## src/rtl/data_bus_responder.sv

```systemverilog
// data_bus_responder
// Responder side of the CPU data-memory port. Converts ram_ce/we/sel requests
// into word accesses on a variable-latency req/ack backing port; partial-word
// stores become read-modify-write.
//
// state   | meaning
// --------+-------------------------------------------------------------
// S_IDLE  | waiting for ram_ce_i; busy follows ram_ce_i combinationally
// S_RD    | backing read outstanding (loads and partial stores)
// S_MERGE | one cycle to splice store lanes into the read word
// S_WR    | backing write outstanding
// S_DONE  | one-cycle completion; busy low so the pipeline advances
module data_bus_responder #(
   parameter int          ADDR_W   = 22,
   parameter int          TIMEOUT  = 1023,
   parameter logic [31:0] ERR_DATA = 32'hDEADBEEF
) (
   input  logic              clk,
   input  logic              rst,
   input  logic              ram_ce_i,
   input  logic              ram_we_i,
   input  logic [31:0]       ram_addr_i,
   input  logic [3:0]        ram_sel_i,
   input  logic [31:0]       ram_data_i,
   output logic [31:0]       ram_data_o,
   output logic              DataBus_busy,
   output logic              DataBus_done,
   output logic              bus_err_o,
   output logic              mem_req_o,
   output logic              mem_we_o,
   output logic [ADDR_W-1:0] mem_addr_o,
   output logic [31:0]       mem_wdata_o,
   input  logic              mem_ack_i,
   input  logic [31:0]       mem_rdata_i
);

   localparam logic [2:0] S_IDLE  = 3'd0;
   localparam logic [2:0] S_RD    = 3'd1;
   localparam logic [2:0] S_MERGE = 3'd2;
   localparam logic [2:0] S_WR    = 3'd3;
   localparam logic [2:0] S_DONE  = 3'd4;

   localparam int               CNT_W  = (TIMEOUT > 1) ? $clog2(TIMEOUT + 1) : 1;
   localparam logic [CNT_W-1:0] LP_TMO = CNT_W'(TIMEOUT);

   logic [2:0]        r_state;
   logic              r_we;
   logic [3:0]        r_sel;
   logic [31:0]       r_data;
   logic [31:0]       r_rdata;
   logic [CNT_W-1:0]  r_cnt;
   logic              r_mem_req;
   logic              r_mem_we;
   logic [ADDR_W-1:0] r_mem_addr;
   logic [31:0]       r_mem_wdata;
   logic [31:0]       r_ram_data;
   logic              r_done;
   logic              r_err;

   logic [31:0]       w_merged;
   logic              w_tmo;
   logic              w_unused_addr;

   // byte-address bits below the word and above the backing range are dropped
   assign w_unused_addr = ^{ram_addr_i[1:0], ram_addr_i[31:ADDR_W+2]};

   // counter has reached its limit; TIMEOUT of zero disables the abort path
   assign w_tmo = (TIMEOUT != 0) && (r_cnt == LP_TMO);

   // splice enabled store lanes over the word read back from memory
   always_comb begin
      w_merged = r_rdata;
      for (int i = 0; i < 4; i++) begin
         if (r_sel[i]) w_merged[8*i +: 8] = r_data[8*i +: 8];
      end
   end

   // sequencer: request latch, backing handshake, timeout and completion
   always_ff @(posedge clk or negedge rst) begin
      if (!rst) begin
         r_state     <= S_IDLE;
         r_we        <= 1'b0;
         r_sel       <= 4'h0;
         r_data      <= 32'h0;
         r_rdata     <= 32'h0;
         r_cnt       <= '0;
         r_mem_req   <= 1'b0;
         r_mem_we    <= 1'b0;
         r_mem_addr  <= '0;
         r_mem_wdata <= 32'h0;
         r_ram_data  <= 32'h0;
         r_done      <= 1'b0;
         r_err       <= 1'b0;
      end else begin
         r_done <= 1'b0;
         r_err  <= 1'b0;
         case (r_state)
            S_IDLE: begin
               if (ram_ce_i) begin
                  r_we       <= ram_we_i;
                  r_sel      <= ram_sel_i;
                  r_data     <= ram_data_i;
                  r_mem_addr <= ram_addr_i[ADDR_W+1:2];
                  r_cnt      <= '0;
                  r_mem_req  <= 1'b1;
                  if (ram_we_i && (ram_sel_i == 4'hF)) begin
                     r_mem_we    <= 1'b1;
                     r_mem_wdata <= ram_data_i;
                     r_state     <= S_WR;
                  end else begin
                     r_mem_we <= 1'b0;
                     r_state  <= S_RD;
                  end
               end
            end
            S_RD: begin
               if (mem_ack_i) begin
                  r_rdata   <= mem_rdata_i;
                  r_mem_req <= 1'b0;
                  if (r_we) begin
                     r_state <= S_MERGE;
                  end else begin
                     r_ram_data <= mem_rdata_i;
                     r_done     <= 1'b1;
                     r_state    <= S_DONE;
                  end
               end else if (w_tmo) begin
                  // an aborted RMW never reaches the write phase
                  r_mem_req <= 1'b0;
                  r_done    <= 1'b1;
                  r_err     <= 1'b1;
                  r_state   <= S_DONE;
                  if (!r_we) r_ram_data <= ERR_DATA;
               end else if (r_cnt != LP_TMO) begin
                  r_cnt <= r_cnt + 1'b1;
               end
            end
            S_MERGE: begin
               r_mem_wdata <= w_merged;
               r_mem_we    <= 1'b1;
               r_mem_req   <= 1'b1;
               r_cnt       <= '0;
               r_state     <= S_WR;
            end
            S_WR: begin
               if (mem_ack_i || w_tmo) begin
                  r_mem_req <= 1'b0;
                  r_mem_we  <= 1'b0;
                  r_done    <= 1'b1;
                  r_err     <= !mem_ack_i;
                  r_state   <= S_DONE;
               end else if (r_cnt != LP_TMO) begin
                  r_cnt <= r_cnt + 1'b1;
               end
            end
            S_DONE: begin
               r_state <= S_IDLE;
            end
            default: begin
               r_state <= S_IDLE;
            end
         endcase
      end
   end

   assign DataBus_busy = ((r_state == S_IDLE) && ram_ce_i) || (r_state == S_RD) ||
                         (r_state == S_MERGE) || (r_state == S_WR);
   assign DataBus_done = r_done;
   assign bus_err_o    = r_err;
   assign ram_data_o   = r_ram_data;
   assign mem_req_o    = r_mem_req;
   assign mem_we_o     = r_mem_we;
   assign mem_addr_o   = r_mem_addr;
   assign mem_wdata_o  = r_mem_wdata;

endmodule
```

## config.mk

```make
export PLATFORM = sky130hd
export DESIGN_NAME = data_bus_responder
export DESIGN_NICKNAME = d
export VERILOG_FILES = /design/src/rtl/data_bus_responder.sv
export SDC_FILE = /design/constraint.sdc
export NUM_CORES = 1
export LEC_CHECK = 0
export ABC_AREA = 1
export BUFFER_PORTS_ARGS = -buffer_cell sky130_fd_sc_hd__buf_2
export CAP_MARGIN = 0
export CORE_UTILIZATION = 55
export CTS_CLUSTER_DIAMETER = 40
export DETAILED_ROUTE_END_ITERATION = 10
export PLACE_DENSITY_LB_ADDON = 0.05
export SYNTH_ARGS = -nofsm -noshare
export SYNTH_HDL_FRONTEND = slang
export SYNTH_SLANG_ARGS = --single-unit
```

## constraint.sdc

```tcl
create_clock -name clk -period 3 [get_ports clk]
set_input_delay 0.3 -clock clk [delete_from_list [all_inputs] [get_ports clk]]
set_output_delay 0.3 -clock clk [all_outputs]
set_load 0.02 [all_outputs]
```

==> metrics.md, run 1 <==
| Metric | Value |
|---|---|
| Run status | complete, no violations |
| Final wirelength | 17.97 mm |
| Crit Reg-Reg Startpoint | r_state[1] |
| WP data required | 3.32 ns |
| Drt pass-1 iters | 5 |
| Worst setup margin | roughly 0.9 ns |
| Worst skew pair latency | 0.42 ns |
| Setup Buffers After CTS | 0 |
| Die Span Y | approximately 120 µm |
| Max_cap viols | 0 |
| Global-route wire length before repair | between 20 and 30 mm |
| Commonest non-fill, non-tap cell in the layout | nand2_1 |
| Crit. End Element | flop |
| Max Fclk | 477.2 MHz |
| Cell count after synthesis | 890 |
| YS warnings | 0 |
| RSZ-0062 raised after global routing | false |
| Hold-fix buffers, CTS | 1 |
| Drt drc | 0 |
| Multi-input logic area | about 2800 µm² |
| Commonest non-fill, non-tap cells in the layout | nand2_1, buf_2, dfrtp_1 |
| Syn Nets | ~1000 |
| Setup crit end | r_data[13] |
| Leak Pwr | ~4.8 nW |
| CP startpoint kind | flop |
| Critical Path Max Stage Delay | ~0.48 ns |
| Gr usage total | 0.2645 |
| Critical path class | reg2reg |
| Mapped cell area | between 7000 and 8000 µm² |
| DP HPWL | roughly 12 mm |
| Fill cells | around 1200 |
| Worst Path Max Fanout | 77 |
| Die ar. | 14490 µm² |
| Arr. time, crit path | around 2.4 ns |
| PortBufs | approximately 190 |
| DRT iter0 DRCs | roughly 470 |
| Pre-CTS setup slack | a little under 1 ns |
| Cell Area, Placed | 8712 µm² |
| Worst hold path class | in2reg |
| Setup_tns | 0 ns |
| DR vias/cell | 5.087 |
| Slew margin rel. | 0.4387 |
| Vias in the first global route | approximately 6100 |
| Row count | between 40 and 50 |
| Reg2reg end | r_data[13] |
| Remaining Overflow, GRT | 0 |
| Worst reg2reg setup slack | about 0.9 ns |
| Tmin final | 2.096 ns |
| Post-route insts no fill | 1248 |
| Synthesis-to-finish area growth | 21.52% |
| Power density over cell area | 1093 nW/µm² |
| Final Cell Area | roughly 9400 µm² |
| Hold Fails Final Rpt | 0 |
| Met3 usage | 0.07075 |
| Critical Path Source | r_state[1] |
| Placer Congestion | 0.8256 |
| Worst Max-Slew Pin Slew | approximately 0.84 ns |
| Die width | between 100 and 150 µm |
| M1 GR Usage | 0.3550 |
| Final nets | 1163 |
| TritonCTS Buffers | 17 |
| Avg Inst Size Synth | slightly below 9 µm² |
| Yosys reg bits | 172 |
| Core area | between 10000 and 15000 µm² |
| Share of cells above drive strength 1 | 0.2626 |
| Routed Antenna Nets | 0 |
| CP cell instances | inv_2, nand2_1, nor2_2, nand2_4, buf_4, o21ai_0 |
| Clk_skew | 0.01040 ns |
| Fin util | 0.6963 |
| Register area | 4304 µm² |
| Busiest grt layer | met2 |
| Worst-path clk slew | about 0.070 ns |
| Total power | 10.24 mW |
| Num ports | about 200 |
| Final setup vio count | 0 |
| Seq/Total Area, Yosys | 0.5584 |
| CTS tree | built |
| Clk sink count | approximately 170 |
| Period Utilization, post-route | 0.6985 |
| Pin count of the biggest net entering global routing | 78 |
| Hold slack | 0.08644 ns |
| Routed wire per std cell | 14.40 µm |
| Worst vdd ir | approximately 0.71 mV |
| Netlist cell types | 29 |
| Post-Place Cells | approximately 1200 |
| M2 GR Usage | 0.4274 |
| CP max-delay cell | dfrtp_1 |
| Slew Viols, Final | 0 |
| Htree depth | 4 |
| Clk root buf | clkbuf_16 |
| Resize count post-CTS | 0 |
| R2r worst-path depth | 6 |
| Initial Utilization | 0.5730 |
| Via Count | roughly 6300 |
| Initial antenna violation count | 2 |
| Clock Tree Buf Depth | 2 |
-- worst min path at each step --
stage / to / cells after the start / start / slack [ns]
final: mem_addr_o[13] / 2 / ram_addr_i[15] / 0.09
after global routing: mem_addr_o[12] / 2 / ram_addr_i[14] / 0.07
after CTS: mem_addr_o[13] / 2 / ram_addr_i[15] / 0.07
after detailed placement: r_rdata[9] / 1 / rst / 0.29
after global placement: r_rdata[9] / 1 / rst / 0.29
after floorplan: DataBus_done / 0 / rst / 0.004
-- metal layers --
metal / routed length [µm] / part of all wire / up-vias
li1: - / - / 3174
met1: 8300 / 0.46 / 2986
met2: 8415 / 0.47 / 178
met3: 1121 / 0.062 / 10
met4: 133 / 0.0074 / 0
met5: 0 / 0 / -
-- logic make-up after synthesis --
logic type                 share of synthesized area
AOI/OAI and AO/OA                             0.1396
buffers and inverters                        0.07483
muxes                                        0.03798
xor gates and xnor gates                    0.001136
DFF                                           0.5584
adders and majority gates                   0.001623
and+or+nand+nor                               0.1865
-- worst max-delay path, delay by kind of cell, from the launching register on --
family | cells | cell delay (ns)
and+or+nand+nor | 3 | 0.76
buffers and inverters | 2 | 0.50
DFF | 1 | 0.48
AOI/OAI and AO/OA | 1 | 0.23
-- flip-flops by register name, indices dropped and copies added (netlist names) --
register / count
r_rdata: 32
mem_wdata_o: 32
bus_err_o: 1
mem_addr_o: 22
r_cnt: 10
DataBus_done: 1
ram_data_o: 32
mem_req_o: 1
r_state: 3
mem_we_o: 1
r_data: 32
r_sel: 4
r_we: 1
-- power by group --
group	switching, mW	total [mW]	internal (mW)
Combinational	2.58	3.91	1.33
Sequential	0.598	3.97	3.37
Clock	0.916	2.36	1.44
Total	4.10	10.2	6.14
-- Yosys cell counts (all sizes together) --
master,instances,area (µm²)
ha,1,12.51
dfrtp,172,4304
nor3,2,15.01
inv,81,304.0
o21ai,195,1028
a21oi,5,25.02
mux2,26,292.8
nand4,1,6.260
buf,27,186.4
or2,1,6.260
nor2,49,206.5
xnor2,1,8.760
o21bai,3,22.52
nand3,18,105.1
nand2,282,1076
nor3b,3,22.52
clkbuf,23,86.33
-- area by class of cell --
| type | instances | share of cell area |
|---|---|---|
| repair buffers | 198 | 0.1115 |
| flip-flops and latches | 172 | 0.4595 |
| clock buffers | 19 | 0.04835 |
| diodes | 2 | 0.0005343 |
| multi-input cells | 587 | 0.3041 |
| well taps | 176 | 0.02351 |
| clock inverters | 13 | 0.02003 |
| inverters | 81 | 0.03246 |
Power figures use the tool's default switching activity.
==> run 2: changes to the inputs <==
Settings changed: CORE_UTILIZATION 55 to 48.
Clock period 3 ns to 1.9 ns, I/O delays scaled along.
==> run 2 against run 1 <==
Wire length up 5.0%. Worst setup slack lost 0.75 ns. Register-to-register slack lost 0.75 ns. Design area up 6.9%. Largest cell class unchanged. Final cell count up 7.3%. Power grew 58%. Non-clock buffer count increased by 56. Global-route usage fell by 1.7 points. Worst hold slack got worse by 0.073 ns. Utilization decreased by 4.8 points. Sequential cell count stayed put.
==> metrics.md, run 2 (synthesis gave the netlist of run 1 again) <==
| Metric | Value |
|---|---|
| Row count | 45 (was 42) |
| Worst path bufs/invs | 0 (was 2) |
| Period Utilization, post-route | 0.9183 (was 0.6985) |
| Via Count | 6486 (was 6348) |
| Commonest non-fill, non-tap cells in the layout | nand2_1, buf_2, dfrtp_1 (unchanged) |
| Die Span Y | 128.7 µm (was 120.4 µm) |
| Arr. time, crit path | 2.08 ns (was 2.42 ns) |
| PortBufs | 185 (unchanged) |
| DR vias/cell | 4.844 (was 5.087) |
| CP cell instances | ha_1, nand2_1, nor2_4, nand3_2, nand2_4, nand2_1, o21ai_0 (was inv_2, nand2_1, nor2_2, nand2_4, buf_4, o21ai_0) |
| Pre-CTS setup slack | 0.08212 ns (was 0.9756 ns) |
| Max Fclk | 573.1 MHz (was 477.2 MHz) |
| Clk root buf | clkbuf_16 (unchanged) |
| Initial Utilization | 0.4997 (was 0.5730) |
| Commonest non-fill, non-tap cell in the layout | nand2_1 (unchanged) |
| Clk sink count | 172 (unchanged) |
| DRT iter0 DRCs | 373 (was 472) |
| Worst setup margin | 0.1552 ns (was 0.9044 ns) |
| Post-route insts no fill | 1339 (was 1248) |
| Fill cells | 1336 (was 1162) |
| Remaining Overflow, GRT | 0 (unchanged) |
| Worst hold path class | in2reg (unchanged) |
| Final nets | 1220 (was 1163) |
| Worst Path Max Fanout | 8 (was 77) |
| Drt pass-1 iters | 5 (unchanged) |
| Gr usage total | 0.2472 (was 0.2645) |
| CP startpoint kind | flop (unchanged) |
| Placer Congestion | 0.7874 (was 0.8256) |
| Leak Pwr | 5.067 nW (was 4.820 nW) |
| Clk_skew | 0.007230 ns (was 0.01040 ns) |
| RSZ-0062 raised after global routing | false (unchanged) |
| Worst-path clk slew | 0.06 ns (was 0.07 ns) |
| WP data required | 2.24 ns (was 3.32 ns) |
| Hold Fails Final Rpt | 0 (unchanged) |
| Pin count of the biggest net entering global routing | 103 (was 78) |
| Sw Ratio | 0.4038 (was 0.4001) |
| Gate power share | 0.403 (was 0.382) |
| Final Cell Area | 10010 µm² (was 9368 µm²) |
| Clock Tree Buf Depth | 2 (unchanged) |
| TritonCTS Buffers | 17 (unchanged) |
| Setup_tns | 0 ns (unchanged) |
| Run status | complete, no violations (unchanged) |
| Htree depth | 4 (unchanged) |
| Post-Place Cells | 1254 (was 1213) |
| Crit. End Element | flop (unchanged) |
| Reg power frac | 0.385 (was 0.388) |
| Drt drc | 0 (unchanged) |
| Multi-input logic area | 2885 µm² (was 2849 µm²) |
| Slew Viols, Final | 0 (unchanged) |
| Most used cell, CP | nand2_1 |
| Routed wire per std cell | 14.09 µm (was 14.40 µm) |
| Register area | 4304 µm² (unchanged) |
| Initial antenna violation count | 1 (was 2) |
| Final wirelength | 18.87 mm (was 17.97 mm) |
| Cell Area, Placed | 8886 µm² (was 8712 µm²) |
| Share of cells above drive strength 1 | 0.2538 (was 0.2626) |
| Num ports | 196 (unchanged) |
| Cell family with most CP delay | simple AND/OR/NAND/NOR gates (unchanged) |
| Die ar. | 16570 µm² (was 14490 µm²) |
| DP HPWL | 12.15 mm (was 11.81 mm) |
| Core area | 15430 µm² (was 13450 µm²) |
| Worst Max-Slew Pin Slew | 0.5557 ns (was 0.8419 ns) |
| Tmin final | 1.745 ns (was 2.096 ns) |
| Vias in the first global route | 6247 (was 6133) |
| Slew margin rel. | 0.6296 (was 0.4387) |
| CTS tree | built (unchanged) |
| Max_cap viols | 0 (unchanged) |
| Worst vdd ir | 1.061 mV (was 0.7080 mV) |
| Routed Antenna Nets | 0 (unchanged) |
| Critical path class | reg2reg (unchanged) |
| P_int | 9.670 mW (was 6.143 mW) |
| Die width | 128.7 µm (was 120.4 µm) |
| Final setup vio count | 0 (unchanged) |
| Fin util | 0.6488 (was 0.6963) |
| Setup Buffers After CTS | 0 (unchanged) |
| Psw | 6.549 mW (was 4.097 mW) |
| CP max-delay cell | dfrtp_1 (unchanged) |
| Power density over cell area | 1620 nW/µm² (was 1093 nW/µm²) |
| Clock power share | 0.212 (was 0.230) |
| Worst skew pair latency | 0.43 ns (was 0.42 ns) |
| Global-route wire length before repair | 31.43 mm (was 29.77 mm) |
| Critical Path Max Stage Delay | 0.39 ns (was 0.48 ns) |
| Synthesis-to-finish area growth | 29.85% (was 21.52%) |
run 2: cell count changes in the layout (fill, tap and decap cells not counted), moves of 2 or more:
cell / change
dlygate4sd3_1: +50
buf_12: +6
nor2_4: +4
clkbuf_1: +3
bufinv_16: -2
inv_6: -2
nor2_2: -2
run 2: metrics by stage:
step | hold slack (ns) | power, mW
final | 0.01387 | 16.22
after global routing | 0.01388 | 17.49
after CTS | 0.001329 | 16.27
after detailed placement | 0.2287 | 12.72
after global placement | 0.2319 | 12.56
after floorplan | -0.1056 | 10.52
run 2: area by class of cell:
type	count	area share
multi-input cells	588	0.2883
clock inverters	10	0.01163
clock buffers	22	0.04637
flip-flops and latches	172	0.4300
inverters	81	0.03038
repair buffers	254	0.1667
well taps	211	0.02637
diodes	1	0.0002500
run 2: path summary, 6_finish.rpt:
kind	startpoint	to	slack, ns	depth (start not counted)
max	r_cnt[0]	ram_data_o[4]	0.16	7
min	ram_sel_i[2]	r_sel[2]	0.01	2
max reg2reg	r_cnt[0]	ram_data_o[4]	0.16	7
min reg2reg	ram_data_o[1]	ram_data_o[1]	0.48	2
max in group asynchronous	rst	r_data[24]	1.09	3
min in group asynchronous	rst	mem_wdata_o[11]	0.32	3
run 2: power by group through the flow:
stage | Clock [mW] | Combinational, mW | Sequential, mW
floorplan | 0 | 3.37 | 7.15
global placement | 0 | 6.32 | 6.24
detailed placement | 0 | 6.45 | 6.27
CTS | 3.49 | 6.54 | 6.24
global route | 3.65 | 7.37 | 6.48
finish | 3.43 | 6.54 | 6.25
run 2: per-layer routing:
| metal | track usage | routed length [µm] | up-vias |
|---|---|---|---|
| li1 | - | - | 3272 |
| met1 | 0.3383 | 8762 | 3031 |
| met3 | 0.06362 | 1179 | 17 |
| met4 | 0.07958 | 242 | 0 |
| met5 | 0 | 0 | - |
| met2 | 0.3860 | 8680 | 166 |
run 2: worst reg2reg max path, cell delays in order (launching register included):
cell	delay, ns
dfrtp_1	0.39
ha_1	0.19
nand2_1	0.13
nor2_4	0.14
nand3_2	0.14
nand2_4	0.13
nand2_1	0.28
o21ai_0	0.26
run 2: timing repair:
item / 4_1_cts / 5_1_grt
hold buffers: 51 / 0
hold endpoints to repair: 222 / 0
endpoints found under the setup margin: 0 / 73
resized for setup: 0 / 5
==> run 3: changes to the inputs <==
Settings changed: BUFFER_PORTS_ARGS -buffer_cell sky130_fd_sc_hd__buf_2 to unset, CORE_UTILIZATION 48 to 55, DONT_BUFFER_PORTS set to 1.
==> run 3 against run 2 <==
The run now ends with negative hold slack left. Clock power grew 8.2%. Worst hold slack worse by 0.56 ns. Largest power group is now registers. Final cell count is 13% lower. Design area fell by 5.4%. Non-clock buffer count decreased by 143. Register-to-register slack got worse by 0.03 ns. Critical path depth is 2 higher. Clock skew about the same. Highest routed layer unchanged. Power down 3.1%. Via count is 3.5% lower. Worst setup slack worse by 0.028 ns. Fmax decreased by 1.6%.
==> metrics.md, run 3 (synthesis gave the netlist of run 1 again) <==
| Metric | Value |
|---|---|
| Arr. time, crit path | 2.10 ns (was 2.08 ns) |
| Busiest grt layer | met2 (unchanged) |
| Worst vdd ir | 1.218 mV (was 1.061 mV) |
| Routed Antenna Nets | 0 (unchanged) |
| Cell family with most CP delay | simple AND/OR/NAND/NOR gates (unchanged) |
| Tmin final | 1.773 ns (was 1.745 ns) |
| Total power | 15.72 mW (was 16.22 mW) |
| CP startpoint kind | flop (unchanged) |
| Fin util | 0.7038 (was 0.6488) |
| Crit. End Element | flop (unchanged) |
| Ant diodes | 0 (was 1) |
| Clk root buf | clkbuf_16 (unchanged) |
| Hold slack | -0.5501 ns (was 0.01387 ns) |
| Failing checks | negative hold slack |
| Synthesis-to-finish area growth | 22.82% (was 29.85%) |
| Vias in the first global route | 6219 (was 6247) |
| M1 GR Usage | 0.3510 (was 0.3383) |
| Remaining Overflow, GRT | 0 (unchanged) |
| Slew Viols, Final | 0 (unchanged) |
| Post-Place Cells | 1033 (was 1254) |
| Drt pass-1 iters | 5 (unchanged) |
| Clock Tree Buf Depth | 2 (unchanged) |
| Gr usage total | 0.2784 (was 0.2472) |
| Drt drc | 0 (unchanged) |
| Initial Utilization | 0.5730 (was 0.4997) |
| Setup_tns | 0 ns (unchanged) |
| PortBufs | 0 (was 185) |
| CTS tree | built (unchanged) |
| Final Cell Area | 9468 µm² (was 10010 µm²) |
| Slew margin rel. | 0.6656 (was 0.6296) |
| Clk_skew | 0.007657 ns (was 0.007230 ns) |
| Met3 usage | 0.08491 (was 0.06362) |
| Critical Path Max Stage Delay | 0.39 ns (about the same) |
| M2 GR Usage | 0.4529 (was 0.3860) |
| Pin count of the biggest net entering global routing | 173 (was 103) |
| CP max-delay cell | dfrtp_1 (unchanged) |
| Critical path class | reg2reg (unchanged) |
| Initial antenna violation count | 0 (was 1) |
| WP data required | 2.22 ns (was 2.24 ns) |
| DRT iter0 DRCs | 538 (was 373) |
| Num ports | 196 (unchanged) |
| Htree depth | 4 (unchanged) |
| Cell Area, Placed | 7855 µm² (was 8886 µm²) |
| Final setup vio count | 0 (unchanged) |
| Worst Max-Slew Pin Slew | 0.5015 ns (was 0.5557 ns) |
| Row count | 42 (was 45) |
| Worst hold path class | in2async (was in2reg) |
| Worst-path clk slew | 0.07 ns (was 0.06 ns) |
| CP cell instances | ha_1, nand2_2, nor2_4, nand3_2, nand2_4, nand3_4, clkbuf_16, nand2_1, o21ai_2 (was ha_1, nand2_1, nor2_4, nand3_2, nand2_4, nand2_1, o21ai_0) |
| Share of cells above drive strength 1 | 0.1078 (was 0.2538) |
| Power density over cell area | 1660 nW/µm² (was 1620 nW/µm²) |
| Run status | complete, but fails checks (was complete, no violations) |
| Final wirelength | 19.48 mm (was 18.87 mm) |
| Clk sink count | 172 (unchanged) |
| Core area | 13450 µm² (was 15430 µm²) |
| Worst reg2reg setup slack | 0.13 ns (was 0.16 ns) |
| Worst path bufs/invs | 1 (was 0) |
| Via Count | 6261 (was 6486) |
| Worst Path Max Fanout | 27 (was 8) |
| Die width | 120.4 µm (was 128.7 µm) |
| DP HPWL | 11.51 mm (was 12.15 mm) |
| Global-route wire length before repair | 30.98 mm (was 31.43 mm) |
| Hold-fix buffers, CTS | 92 (was 51) |
| Max_cap viols | 0 (unchanged) |
| Worst skew pair latency | 0.43 ns (about the same) |
| TritonCTS Buffers | 17 (unchanged) |
| Die ar. | 14490 µm² (was 16570 µm²) |
| Die Span Y | 120.4 µm (was 128.7 µm) |
| Routed wire per std cell | 16.81 µm (was 14.09 µm) |
| DR vias/cell | 5.402 (was 4.844) |
| Leak Pwr | 4.488 nW (was 5.067 nW) |
| Commonest non-fill, non-tap cells in the layout | nand2_1, dfrtp_1, o21ai_0 (was nand2_1, buf_2, dfrtp_1) |
| Max Fclk | 564.0 MHz (was 573.1 MHz) |
| Final nets | 1076 (was 1220) |
| Period Utilization, post-route | 0.9332 (was 0.9183) |
| Post-route insts no fill | 1159 (was 1339) |
| Placer Congestion | 0.8024 (was 0.7874) |
| Commonest non-fill, non-tap cell in the layout | nand2_1 (unchanged) |
| Hold Fails Final Rpt | 172 (was 0) |
[run 3: final timing paths]
| kind | endpoint | cells after the start | start |
|---|---|---|---|
| worst max-delay path | ram_data_o[27] | 9 | r_cnt[0] |
| worst min-delay path | r_data[9] | 0 | rst |
| worst max register to register | ram_data_o[27] | 9 | r_cnt[0] |
| worst min register to register | r_data[21] | 2 | r_data[21] |
| max in group asynchronous | r_rdata[0] | 0 | rst |
| min in group clk | r_state[0] | 4 | ram_ce_i |
[run 3: layout make-up]
type | count | area (µm²)
sequential | 172 | 4304
fill | 1056 | 3985
tap | 176 | 220.2
clock buffer | 19 | 452.9
timing repair buffer | 111 | 1131
multi-input combinational | 587 | 2874
inverter | 81 | 304.0
clock inverter | 13 | 181.4
[run 3: per-stage QoR]
step | setup WS [ns] | hold WS, ns
3_3_place_gp | 0.1100 | -0.1010
4_1_cts | 0.004437 | -0.5651
6_report | 0.1269 | -0.5501
5_1_grt | -0.01228 | -0.5696
3_5_place_dp | 0.03779 | -0.1023
2_1_floorplan | 0.3036 | -0.1056
[run 3: report_power, final]
| group | internal, mW | leakage, nW | switching (mW) |
|---|---|---|---|
| clock network | 2.18 | 0.309 | 1.53 |
| registers | 5.32 | 2.14 | 2.27 |
| logic | 1.72 | 2.04 | 2.70 |
[run 3: metal layers]
layer  vias up  wire, µm
li1       2988         -
met1      3000      8116
met3        25      1558
met5         -         0
met4         0       305
met2       248      9501
[run 3: repair_timing]
item | CTS | global route
endpoints found under the hold margin | 296 | 172
setup endpoints to repair | 0 | 58
buffers inserted | 0 | 1
gates resized for setup | 0 | 6
